--- src/rtl/alu_pkg.sv ---
// Shared definitions for the sequenced ALU: select codes, FSM states and opcode helpers.
// Pure declarations; no timing or flow-control behaviour lives here.
package alu_pkg;

    localparam logic [3:0] ALU_AND   = 4'd0;
    localparam logic [3:0] ALU_OR    = 4'd1;
    localparam logic [3:0] ALU_ADD   = 4'd2;
    localparam logic [3:0] ALU_MULT  = 4'd3;
    localparam logic [3:0] ALU_MULTU = 4'd4;
    localparam logic [3:0] ALU_DIV   = 4'd5;
    localparam logic [3:0] ALU_SUB   = 4'd6;
    localparam logic [3:0] ALU_SLT   = 4'd7;
    localparam logic [3:0] ALU_SLTU  = 4'd8;
    localparam logic [3:0] ALU_XOR   = 4'd9;
    localparam logic [3:0] ALU_NOR   = 4'd10;
    localparam logic [3:0] ALU_SLL   = 4'd11;
    localparam logic [3:0] ALU_SRL   = 4'd12;
    localparam logic [3:0] ALU_SRA   = 4'd13;
    localparam logic [3:0] ALU_DIVU  = 4'd14;
    localparam logic [3:0] ALU_NONE  = 4'd15;

    typedef enum logic [1:0] {
        IDLE = 2'd0,
        RUN  = 2'd1,
        FIX  = 2'd2
    } state_t;

    function automatic logic is_multicycle(input logic [3:0] sel);
        return (sel == ALU_MULT) || (sel == ALU_MULTU) || (sel == ALU_DIV) || (sel == ALU_DIVU);
    endfunction

    function automatic logic is_signed_op(input logic [3:0] sel);
        return (sel == ALU_MULT) || (sel == ALU_DIV);
    endfunction

    function automatic logic is_div(input logic [3:0] sel);
        return (sel == ALU_DIV) || (sel == ALU_DIVU);
    endfunction

endpackage

--- src/rtl/alu_seq_if.sv ---
// Request/result bundle between the EX stage and the sequenced ALU.
// start is only honoured while busy is low; done pulses once per accepted op.
interface alu_seq_if #(
    parameter int WIDTH   = 32,
    parameter int SHAMT_W = $clog2(WIDTH)
);
    logic               start;
    logic [3:0]         select;
    logic [WIDTH-1:0]   reg1;
    logic [WIDTH-1:0]   reg2;
    logic [SHAMT_W-1:0] shamt;
    logic               busy;
    logic               done;
    logic [WIDTH-1:0]   out;
    logic               zero_flag;
    logic [WIDTH-1:0]   hi;
    logic [WIDTH-1:0]   lo;

    modport master (
        output start, select, reg1, reg2, shamt,
        input  busy, done, out, zero_flag, hi, lo
    );

    modport slave (
        input  start, select, reg1, reg2, shamt,
        output busy, done, out, zero_flag, hi, lo
    );
endinterface

--- src/rtl/muldiv_iter.sv ---
// Unsigned shift-add multiplier / restoring divider on one 2*WIDTH accumulator, one bit per en cycle.
// WIDTH en cycles after load the raw HI:LO is valid; no backpressure, the caller paces en.
module muldiv_iter #(
    parameter int WIDTH   = 32,
    parameter int SHAMT_W = $clog2(WIDTH)
) (
    input  logic             clk,
    input  logic             reset,
    input  logic             load,
    input  logic             en,
    input  logic             mode,
    input  logic [WIDTH-1:0] a_mag,
    input  logic [WIDTH-1:0] b_mag,
    output logic             last,
    output logic [WIDTH-1:0] res_hi,
    output logic [WIDTH-1:0] res_lo
);
    localparam logic [SHAMT_W-1:0] CNT_LAST = SHAMT_W'(WIDTH - 1);

    logic [2*WIDTH-1:0] acc_q, acc_d;
    logic [WIDTH-1:0]   b_q, b_d;
    logic [SHAMT_W-1:0] cnt_q, cnt_d;
    logic               mode_q, mode_d;

    logic [WIDTH:0]     mul_sum;
    logic [2*WIDTH-1:0] mul_next;
    logic [WIDTH:0]     rem_sh;
    logic               rem_ge;
    logic [WIDTH-1:0]   rem_new;
    logic [2*WIDTH-1:0] div_next;

    always_comb begin
        // Multiplier: add B into the upper half when the multiplier LSB is set, then shift right with carry.
        mul_sum  = {1'b0, acc_q[2*WIDTH-1:WIDTH]} + (acc_q[0] ? {1'b0, b_q} : '0);
        mul_next = {mul_sum, acc_q[WIDTH-1:1]};

        // Divider: remainder shifts in the next dividend bit; the quotient bit fills the vacated LSB.
        rem_sh   = {acc_q[2*WIDTH-1:WIDTH], acc_q[WIDTH-1]};
        rem_ge   = rem_sh >= {1'b0, b_q};
        rem_new  = rem_ge ? (rem_sh[WIDTH-1:0] - b_q) : rem_sh[WIDTH-1:0];
        div_next = {rem_new, acc_q[WIDTH-2:0], rem_ge};
    end

    always_comb begin
        acc_d  = acc_q;
        b_d    = b_q;
        cnt_d  = cnt_q;
        mode_d = mode_q;
        if (load) begin
            acc_d  = {{WIDTH{1'b0}}, a_mag};
            b_d    = b_mag;
            cnt_d  = '0;
            mode_d = mode;
        end else if (en) begin
            acc_d = mode_q ? div_next : mul_next;
            cnt_d = cnt_q + SHAMT_W'(1);
        end
    end

    always_ff @(posedge clk) begin
        if (reset) begin
            acc_q  <= '0;
            b_q    <= '0;
            cnt_q  <= '0;
            mode_q <= 1'b0;
        end else begin
            acc_q  <= acc_d;
            b_q    <= b_d;
            cnt_q  <= cnt_d;
            mode_q <= mode_d;
        end
    end

    assign last   = (cnt_q == CNT_LAST);
    assign res_hi = acc_q[2*WIDTH-1:WIDTH];
    assign res_lo = acc_q[WIDTH-1:0];

endmodule

--- src/rtl/alu_seq.sv ---
// Registered ALU: single-cycle ops give done one cycle after start; mul/div take WIDTH+1 edges.
// While busy, start is ignored (not queued); a start in the done cycle is accepted.
module alu_seq
    import alu_pkg::*;
#(
    parameter int WIDTH   = 32,
    parameter int SHAMT_W = $clog2(WIDTH)
) (
    input  logic     clk,
    input  logic     reset,
    alu_seq_if.slave bus
);
    state_t           state_q, state_d;
    logic             busy_q, busy_d;
    logic             done_q, done_d;
    logic             zero_q, zero_d;
    logic [WIDTH-1:0] out_q, out_d;
    logic [WIDTH-1:0] hi_q, hi_d;
    logic [WIDTH-1:0] lo_q, lo_d;
    logic [3:0]       op_q, op_d;
    logic [WIDTH-1:0] a_q, a_d;
    logic             a_neg_q, a_neg_d;
    logic             b_neg_q, b_neg_d;
    logic             b_zero_q, b_zero_d;

    logic [WIDTH-1:0]   sc_res;
    logic               sgn_in;
    logic [WIDTH-1:0]   a_mag, b_mag;
    logic               mdu_load, mdu_en, mdu_last;
    logic [WIDTH-1:0]   res_hi, res_lo;
    logic [2*WIDTH-1:0] prod;
    logic [WIDTH-1:0]   quo, rem;
    logic [WIDTH-1:0]   fix_hi, fix_lo;

    always_comb begin
        sc_res = '0;
        case (bus.select)
            ALU_AND:  sc_res = bus.reg1 & bus.reg2;
            ALU_OR:   sc_res = bus.reg1 | bus.reg2;
            ALU_ADD:  sc_res = bus.reg1 + bus.reg2;
            ALU_SUB:  sc_res = bus.reg1 - bus.reg2;
            ALU_SLT:  sc_res = {{(WIDTH-1){1'b0}}, $signed(bus.reg1) < $signed(bus.reg2)};
            ALU_SLTU: sc_res = {{(WIDTH-1){1'b0}}, bus.reg1 < bus.reg2};
            ALU_XOR:  sc_res = bus.reg1 ^ bus.reg2;
            ALU_NOR:  sc_res = ~(bus.reg1 | bus.reg2);
            ALU_SLL:  sc_res = bus.reg1 << bus.shamt;
            ALU_SRL:  sc_res = bus.reg1 >> bus.shamt;
            ALU_SRA:  sc_res = $signed(bus.reg1) >>> bus.shamt;
            default:  sc_res = '0;
        endcase
    end

    // The iterative core is unsigned; signed ops feed it magnitudes and FIX restores signs.
    always_comb begin
        sgn_in = is_signed_op(bus.select);
        a_mag  = (sgn_in && bus.reg1[WIDTH-1]) ? -bus.reg1 : bus.reg1;
        b_mag  = (sgn_in && bus.reg2[WIDTH-1]) ? -bus.reg2 : bus.reg2;
    end

    muldiv_iter #(
        .WIDTH   (WIDTH),
        .SHAMT_W (SHAMT_W)
    ) u_muldiv (
        .clk    (clk),
        .reset  (reset),
        .load   (mdu_load),
        .en     (mdu_en),
        .mode   (is_div(bus.select)),
        .a_mag  (a_mag),
        .b_mag  (b_mag),
        .last   (mdu_last),
        .res_hi (res_hi),
        .res_lo (res_lo)
    );

    // Quotient is negative when operand signs differ; remainder follows the dividend.
    always_comb begin
        prod = {res_hi, res_lo};
        if (a_neg_q ^ b_neg_q) begin
            prod = -prod;
        end
        quo = (a_neg_q ^ b_neg_q) ? -res_lo : res_lo;
        rem = a_neg_q ? -res_hi : res_hi;
        if (is_div(op_q)) begin
            fix_lo = b_zero_q ? '1  : quo;
            fix_hi = b_zero_q ? a_q : rem;
        end else begin
            fix_lo = prod[WIDTH-1:0];
            fix_hi = prod[2*WIDTH-1:WIDTH];
        end
    end

    always_comb begin
        state_d  = state_q;
        busy_d   = busy_q;
        done_d   = 1'b0;
        zero_d   = zero_q;
        out_d    = out_q;
        hi_d     = hi_q;
        lo_d     = lo_q;
        op_d     = op_q;
        a_d      = a_q;
        a_neg_d  = a_neg_q;
        b_neg_d  = b_neg_q;
        b_zero_d = b_zero_q;
        mdu_load = 1'b0;
        mdu_en   = 1'b0;
        case (state_q)
            IDLE: begin
                if (bus.start) begin
                    if (is_multicycle(bus.select)) begin
                        state_d  = RUN;
                        busy_d   = 1'b1;
                        mdu_load = 1'b1;
                        op_d     = bus.select;
                        a_d      = bus.reg1;
                        a_neg_d  = sgn_in && bus.reg1[WIDTH-1];
                        b_neg_d  = sgn_in && bus.reg2[WIDTH-1];
                        b_zero_d = (bus.reg2 == '0);
                    end else begin
                        out_d  = sc_res;
                        zero_d = (sc_res == '0);
                        done_d = 1'b1;
                    end
                end
            end
            RUN: begin
                mdu_en = 1'b1;
                if (mdu_last) begin
                    state_d = FIX;
                end
            end
            FIX: begin
                state_d = IDLE;
                busy_d  = 1'b0;
                done_d  = 1'b1;
                hi_d    = fix_hi;
                lo_d    = fix_lo;
                out_d   = fix_lo;
                zero_d  = (fix_lo == '0);
            end
            default: state_d = IDLE;
        endcase
    end

    always_ff @(posedge clk) begin
        if (reset) begin
            state_q  <= IDLE;
            busy_q   <= 1'b0;
            done_q   <= 1'b0;
            zero_q   <= 1'b0;
            out_q    <= '0;
            hi_q     <= '0;
            lo_q     <= '0;
            op_q     <= ALU_AND;
            a_q      <= '0;
            a_neg_q  <= 1'b0;
            b_neg_q  <= 1'b0;
            b_zero_q <= 1'b0;
        end else begin
            state_q  <= state_d;
            busy_q   <= busy_d;
            done_q   <= done_d;
            zero_q   <= zero_d;
            out_q    <= out_d;
            hi_q     <= hi_d;
            lo_q     <= lo_d;
            op_q     <= op_d;
            a_q      <= a_d;
            a_neg_q  <= a_neg_d;
            b_neg_q  <= b_neg_d;
            b_zero_q <= b_zero_d;
        end
    end

    assign bus.busy      = busy_q;
    assign bus.done      = done_q;
    assign bus.out       = out_q;
    assign bus.zero_flag = zero_q;
    assign bus.hi        = hi_q;
    assign bus.lo        = lo_q;

endmodule

--- src/flat_wrapper.sv ---
// flat-port wrapper written by rule: the top's interface ports become plain ports
module alu_seq_flat import alu_pkg::*;
#(
    parameter int WIDTH   = 32,
    parameter int SHAMT_W = $clog2(WIDTH)
)
  (clk, reset, bus_start, bus_select, bus_reg1, bus_reg2, bus_shamt, bus_busy, bus_done, bus_out, bus_zero_flag, bus_hi, bus_lo);
  alu_seq_if #(.WIDTH(WIDTH), .SHAMT_W(SHAMT_W)) bus_i ();
  input  logic clk;
  input  logic reset;
  input wire logic [$bits(bus_i.start)-1:0] bus_start;
  input wire logic [$bits(bus_i.select)-1:0] bus_select;
  input wire logic [$bits(bus_i.reg1)-1:0] bus_reg1;
  input wire logic [$bits(bus_i.reg2)-1:0] bus_reg2;
  input wire logic [$bits(bus_i.shamt)-1:0] bus_shamt;
  output wire logic [$bits(bus_i.busy)-1:0] bus_busy;
  output wire logic [$bits(bus_i.done)-1:0] bus_done;
  output wire logic [$bits(bus_i.out)-1:0] bus_out;
  output wire logic [$bits(bus_i.zero_flag)-1:0] bus_zero_flag;
  output wire logic [$bits(bus_i.hi)-1:0] bus_hi;
  output wire logic [$bits(bus_i.lo)-1:0] bus_lo;
  assign bus_i.start = bus_start;
  assign bus_i.select = bus_select;
  assign bus_i.reg1 = bus_reg1;
  assign bus_i.reg2 = bus_reg2;
  assign bus_i.shamt = bus_shamt;
  assign bus_busy = bus_i.busy;
  assign bus_done = bus_i.done;
  assign bus_out = bus_i.out;
  assign bus_zero_flag = bus_i.zero_flag;
  assign bus_hi = bus_i.hi;
  assign bus_lo = bus_i.lo;
  alu_seq #(.WIDTH(WIDTH), .SHAMT_W(SHAMT_W)) u_core (.clk(clk), .reset(reset), .bus(bus_i));
endmodule
--- config.mk ---
export PLATFORM = sky130hd
export DESIGN_NAME = alu_seq_flat
export DESIGN_NICKNAME = d
export VERILOG_FILES = /design/src/rtl/alu_pkg.sv /design/src/rtl/alu_seq_if.sv /design/src/rtl/muldiv_iter.sv /design/src/rtl/alu_seq.sv /design/src/flat_wrapper.sv
export SDC_FILE = /design/constraint.sdc
export NUM_CORES = 1
export LEC_CHECK = 0
export CELL_PAD_IN_SITES_DETAIL_PLACEMENT = 1
export CELL_PAD_IN_SITES_GLOBAL_PLACEMENT = 1
export CORE_MARGIN = 1
export CORE_UTILIZATION = 46
export CTS_CLUSTER_SIZE = 8
export DETAILED_ROUTE_END_ITERATION = 12
export GPL_TIMING_DRIVEN = 0
export PLACE_DENSITY_LB_ADDON = 0.1
export SYNTH_ARGS = -nofsm -noshare
export SYNTH_HDL_FRONTEND = slang
export SYNTH_HIERARCHICAL = 1
export SYNTH_SLANG_ARGS = --single-unit
--- constraint.sdc ---
create_clock -name clk -period 5.54 [get_ports clk]
set_input_delay 1.662 -clock clk [delete_from_list [all_inputs] [get_ports clk]]
set_output_delay 1.662 -clock clk [all_outputs]
set_load 0.02 [all_outputs]
-- After elaboration in Yosys (flattened, before gate mapping)
Index checks and enable logic that the tools add are counted.
- flip-flop bits (word level): 242
- output and inout port bits: 99
- $lt $le $gt $ge: 3
- reductions and logical operators: 20
- add/subtract/negate cells: 10
- equality and inequality tests: 23
- bitwise logic cells: 5
- muxes and demuxes: 35
- shift operators: 3
- operator list (kind ; count):
    two-way mux 32 bit ; 14
    one-hot mux 32 bit (11 select lines) ; 1
    two-way mux 64 bit ; 2
    negation 32 bit ; 4
    logical NOT 32 bit ; 3
    less-than comparator 32 bit ; 2
    negation 64 bit ; 1
    one-hot mux 32 bit (2 select lines) ; 1
    subtractor 32 bit ; 2
    adder 32 x 32 -> 33 bit ; 1
    >= comparator 33 x 32 -> 1 bit ; 1
    adder 32 bit ; 1
    AND 32 bit ; 1
    == test 4 bit, second input constant ; 8
    NOT 32 bit ; 1
    bitwise OR 32 bit ; 1
    << shifter 32 x 5 -> 32 bit ; 1
    >> shifter 32 x 5 -> 32 bit ; 1
    >>> shifter 32 x 5 -> 32 bit ; 1
    bitwise XOR 32 bit ; 1
    == test 4 x 3 -> 1 bit, second input constant ; 5
    AND reduction 3 bit ; 4
    two-way mux 1 bit ; 10
    == test 4 x 2 -> 1 bit, second input constant ; 2
    17 further kinds ; 30

-- Logic depth before layout (Yosys ltp)
- word-level depth: 8
- depth in mapped cells: 17
- gate-level depth less buffers: 15

-- Modules after synthesis
The synthesis kept the hierarchy.
- by module, submodules not included (module ; seq. area each (µm²) ; cells each ; area each (µm²) ; times used):
    alu_seq ; 2802.7 ; 2804 ; 19947.9 ; 1
    muldiv_iter ; 2042.0 ; 1108 ; 8535.7 ; 1

-- Worst setup path after synthesis
No wires, ideal clock.
- path type: in2reg
- from: input port bus_reg1[11]
- to: register u_core.zero_q (netlist: u_core/bus.zero_flag)
- data arrival time: 5.074 ns
- setup slack: 0.371 ns
- library setup time: 0.096 ns
- data required time: 5.444 ns
- stages: 15
- cells stage by stage: clkbuf_1 inv_1 ha_1 clkbuf_1 or4_1 nor4b_1 o31a_1 o311ai_1 a31oi_2 a21boi_1 nand2_1 o211ai_1 a21o_1 or3_1 o41ai_2
- word-level cells in the longest chain between the ends: 7
- elaborated cells between the ends (all ways): 16
- those cells by class: add/sub (2); order compare (2); shift (3); mux (4); bitwise (4); reduce/logical (1)
- RTL lines (item ; RTL line ; source):
    start, declared ; flat_wrapper.sv:13 ; input wire logic [$bits(bus_i.reg1)-1:0] bus_reg1;
    branches (longest 2 deep; another with subtractor 32 bit) ; n/a ;
    one-hot mux 32 bit (11 select lines) (*) ; alu_seq.sv:37 ; case (bus.select)
    logical NOT 32 bit (*) ; alu_seq.sv:122 ; zero_d = (sc_res == '0);
    two-way mux 1 bit (*) ; alu_seq.sv:111 ; if (is_multicycle(bus.select)) begin
    two-way mux 1 bit (*) ; alu_seq.sv:110 ; if (bus.start) begin
    one-hot mux 1 bit (2 select lines) (*) ; alu_seq.sv:108 ; case (state_q)
    end signal, assigned ; alu_seq.sv:164 ; zero_q <= zero_d;
    end, declared ; alu_seq.sv:16 ; logic zero_q, zero_d;
Every way passes the cells marked *. The select of a mux whose other input is x is not followed.
A chain may end at the register's enable or synchronous reset.

-- Worst setup path after layout
- from: input port bus_shamt[2]
- to: register u_core.zero_q (netlist: u_core/bus.zero_flag)
- word-level cells in the longest chain between the ends: 6
- elaborated cells between the ends (all ways): 8
- those cells by class: shift (3); mux (4); reduce/logical (1)
- RTL lines (item ; RTL line ; source):
    start, declared ; flat_wrapper.sv:15 ; input wire logic [$bits(bus_i.shamt)-1:0] bus_shamt;
    >>> shifter 32 x 5 -> 32 bit (tied with other cells) ; alu_seq.sv:48 ; ALU_SRA: sc_res = $signed(bus.reg1) >>> bus.shamt;
    one-hot mux 32 bit (11 select lines) (*) ; alu_seq.sv:37 ;
    logical NOT 32 bit (*) ; alu_seq.sv:122 ;
    two-way mux 1 bit (*) ; alu_seq.sv:111 ;
    two-way mux 1 bit (*) ; alu_seq.sv:110 ;
    one-hot mux 1 bit (2 select lines) (*) ; alu_seq.sv:108 ;
Every way passes the cells marked *; elsewhere a longest branch is shown, timed or not. The select of a mux whose other input is x is not followed.

==> results by group <==
Final layout
  • # fillers: ~7700
  • Fin util: 54.4%
  • Final non-filler cell total: ~4900
  • Area overhead of the layout relative to synthesis: 16.2%
  • Share of cells above drive strength 1: ~11%
  • Final net count: approximately 4400

Clock tree
  • CTS clk-pin slew, worst paths: approximately 0.060 ns
  • CTS tree: done
  • H-Tree Level Count: 2
  • CTS Buffer Depth: 3
  • Clk root buf: clkbuf_16
  • CTS Buf Count: 37
  • # hold bufs at CTS: 0
  • Clk_lat worst skew: 0.57 ns
  • TritonCTS Sinks: ~240

Routing
  • Avg WL per Cell: 35.7 µm
  • Initial drt markers: ~5300
  • Drt via density: between 7 and 8
  • DRC violations left: 0
  • Routed Antenna Nets: 0
  • Wl on met1: about 64 mm
  • Met2 wire length: around 70 mm
  • First-pass DRT Iterations: 8
  • Max layer used: met5
  • Met3 wire length: 25.9 mm
  • WL final: around 180 mm
  • Vias: 36600

Critical path
  • Reg2reg start: u_core/u_muldiv/acc_q[0]
  • CP startpoint kind: input port
  • R2R setup slack: just over 0.8 ns
  • WP data arrival: between 6 and 7 ns
  • FF-to-FF End: u_core/u_muldiv/acc_q[62]
  • WS Path Type: in -> reg
  • Critical path endpoint category: register
  • CP max FO: 10
  • Required time of the critical path: roughly 6.0 ns
  • Worst-case reg-to-reg path depth: 12

Global route
  • All-layer global routing usage: roughly 54%
  • Initial antenna violation count: 11
  • Total gr overflow: 0
  • Number of global-route vias before repair: 35800
  • Largest net degree at the start of global routing: 12
  • First-pass GRT wire length: ~250 mm

Die
  • Num rows: 90
  • Die Area: approximately 63000 µm²
  • Chip width: between 200 and 300 µm
  • I/O Pins: around 180
  • Initial core utilization: 46.8%
  • Die H: roughly 250 µm
  • Core box area: 60800 µm²

Placement
  • Gpl congestion: between 1 and 1.5
  • Dpl hpwl: ~140 mm
  • Port Buffers: around 170
  • Placed cells: approximately 4900

Min path
  • Min-delay src: u_core/bus.hi[3]
  • WHS Endpoint: u_core/bus.hi[3]
  • Hold Crit Class: reg -> reg
  • Hold Path Depth: 2

Synthesis
  • Post-Syn Instances: between 3000 and 4000
  • Number of synthesized register bits: ~240
  • Synth cell types: around 110
  • Synth Cell Area: between 20000 and 30000 µm²
  • Async set-or-reset flop fraction in the synthesized netlist: 0%
  • Register area share after synthesis: 17.0%
  • Post-synth EDFFs: 0
  • Ys flop type: dfxtp_1
  • Synth Warn #: 6
  • Syn nets: around 4200
  • Syn Area/Cell: approximately 7.3 µm²

Run status
  • Status: finished with violations
  • Failing checks: max-capacitance violations, negative setup slack

Power
  • VDD IR max: between 0.0002 and 0.00025 V
  • Pwr/cell area: 222 nW/µm²
  • P_leak: roughly 13 nW

Timing
  • RSZ-0062 raised after global routing: true
  • Max Slew Vio Count: 0
  • Slew margin rel.: less than 1%
  • Skew final: ~0.020 ns
  • Final hold violations: 0
  • FMAX: about 170 MHz
  • Final setup violation count: 19
  • Final Cycle Share: 106%
  • Post-layout minimum cycle time: about 6 ns
  • Final Worst Setup Slack: -0.356 ns
  • Worst-Margin Slew: ~1.5 ns

Run
  • Max Cap Violations: 1
worst max-delay path, stage by stage:
cell	delay (ns)
buf_6	0.14
buf_4	0.21
inv_1	0.29
clkdlybuf4s15_1	0.88
buf_2	0.50
mux2i_1	0.20
a32oi_2	0.41
nand4_1	0.38
a221oi_4	0.34
buf_12	0.17
nand2_1	0.07
or4_1	0.51
nor3_2	0.15
nand4_1	0.13
o41ai_2	0.30
how the worst max path moves through the flow:
stage | from | to | cells past startpoint
after floorplan | bus_reg1[11] | u_core/bus.zero_flag | 15
after global placement | bus_reg1[2] | u_core/bus.zero_flag | 15
after detailed placement | bus_reg1[2] | u_core/bus.out[0] | 13
after CTS | bus_select[1] | u_core/u_muldiv/b_q[4] | 12
after global routing | bus_shamt[2] | u_core/bus.zero_flag | 15
final | bus_shamt[2] | u_core/bus.zero_flag | 15
where the power goes:
group / switching, mW / internal (mW)
clock network: 0.882 / 1.25
logic: 2.20 / 1.06
registers: 0.134 / 1.81
total: 3.21 / 4.13
cells in the final DEF, fill, tap and decap left out, drive strengths merged, types with 27 or more instances in the layout:
cell,count
nor2b,28
xor2,67
inv,156
a21oi,339
o21ai,257
ha,169
o31ai,47
nor3,83
clkbuf,257
xnor2,150
and2,52
a22oi,33
nand2,348
clkdlybuf4s50,134
a211oi,97
nor4,34
a221oi,27
mux4,43
a31oi,46
nand2b,39
mux2i,202
a21o,44
or3,37
buf,119
dfxtp,242
nand4,40
mux2,50
o211ai,64
nand3,76
nor2,459
sequential cells by signal (all words and copies together), names as in the netlist, 2 cells and up:
signal / count
u_core/state_q: 2
u_core/u_muldiv/b_q: 32
u_core/bus.out: 32
u_core/op_q: 4
u_core/u_muldiv/acc_q: 64
u_core/bus.lo: 32
u_core/a_q: 32
u_core/bus.hi: 32
u_core/u_muldiv/cnt_q: 5
logic make-up after synthesis:
group / count (synthesis) / share of synthesized area [%]
AOI/OAI and AO/OA: 1222 / 28.2
xor gates and xnor gates: 217 / 6.67
adders and majority gates: 173 / 7.70
buffers and inverters: 464 / 6.64
DFF: 242 / 17.0
muxes: 295 / 12.5
and+or+nand+nor: 1299 / 21.3
cell usage after synthesis (27+ instances only):
cell | count | area share, %
nor2_1 | 458 | 6.0
nand2_1 | 346 | 4.6
a21oi_1 | 337 | 5.9
o21ai_0 | 252 | 4.4
dfxtp_1 | 242 | 17
clkbuf_1 | 212 | 2.8
mux2i_1 | 202 | 7.1
ha_1 | 169 | 7.4
inv_1 | 158 | 2.1
xnor2_1 | 150 | 4.6
a211oi_1 | 96 | 2.5
nor3_1 | 81 | 1.4
nand3_1 | 76 | 1.3
xor2_1 | 67 | 2.1
o211ai_1 | 63 | 1.7
and2_1 | 50 | 1.1
mux2_2 | 50 | 2.0
a31oi_1 | 45 | 0.99
a21o_1 | 44 | 1.2
o31ai_1 | 44 | 1.2
mux4_2 | 42 | 3.3
nand2b_1 | 39 | 0.86
nand4_1 | 39 | 0.86
or3_1 | 37 | 0.81
buf_1 | 36 | 0.47
buf_2 | 35 | 0.61
a22oi_1 | 33 | 0.87
nor4_1 | 32 | 0.70
nor2b_1 | 28 | 0.61
a221oi_1 | 27 | 0.83
what timing repair did:
action,CTS,global route
resized for setup,201,119
pin swaps,9,7
gates cloned,0,0
setup buffers,15,5
setup endpoints to repair,134,94
area by class of cell:
class,instances,area [µm²],area share [%]
Multi-Input combinational cell,3206,22300,67.2
Sequential cell,242,4840,14.6
Timing Repair Buffer,196,1870,5.65
Buffer,294,1480,4.46
Clock buffer,44,992,3.00
Tap cell,782,978,2.96
Inverter,161,634,1.92
Clock inverter,4,42.5,0.129
Antenna cell,2,5.00,0.0151
layer usage:
layer / vias to the layer above / track usage [%]
li1: 14800 / -
met1: 17800 / 65.3
met2: 3081 / 76.8
met3: 932 / 22.3
met4: 16 / 39.2
met5: - / 0.772
through the flow:
stage / hold WS (ns) / setup slack, ns / area [µm²] / setup TNS (ns) / power [mW]
final: 0.453 / -0.356 / 33100 / -1.60 / 7.34
after floorplan: 0.454 / 0.371 / 28500 / 0 / 3.73
after detailed placement: 0.448 / -2.68 / 31200 / -182.35 / 4.86
after global placement: 0.442 / -3.55 / 31200 / -170.39 / 4.79
after CTS: 0.455 / -0.00880 / 32900 / -0.0205 / 7.06
after global routing: 0.477 / -0.186 / 33100 / -0.292 / 7.46
(Power assumes the default switching activity.)
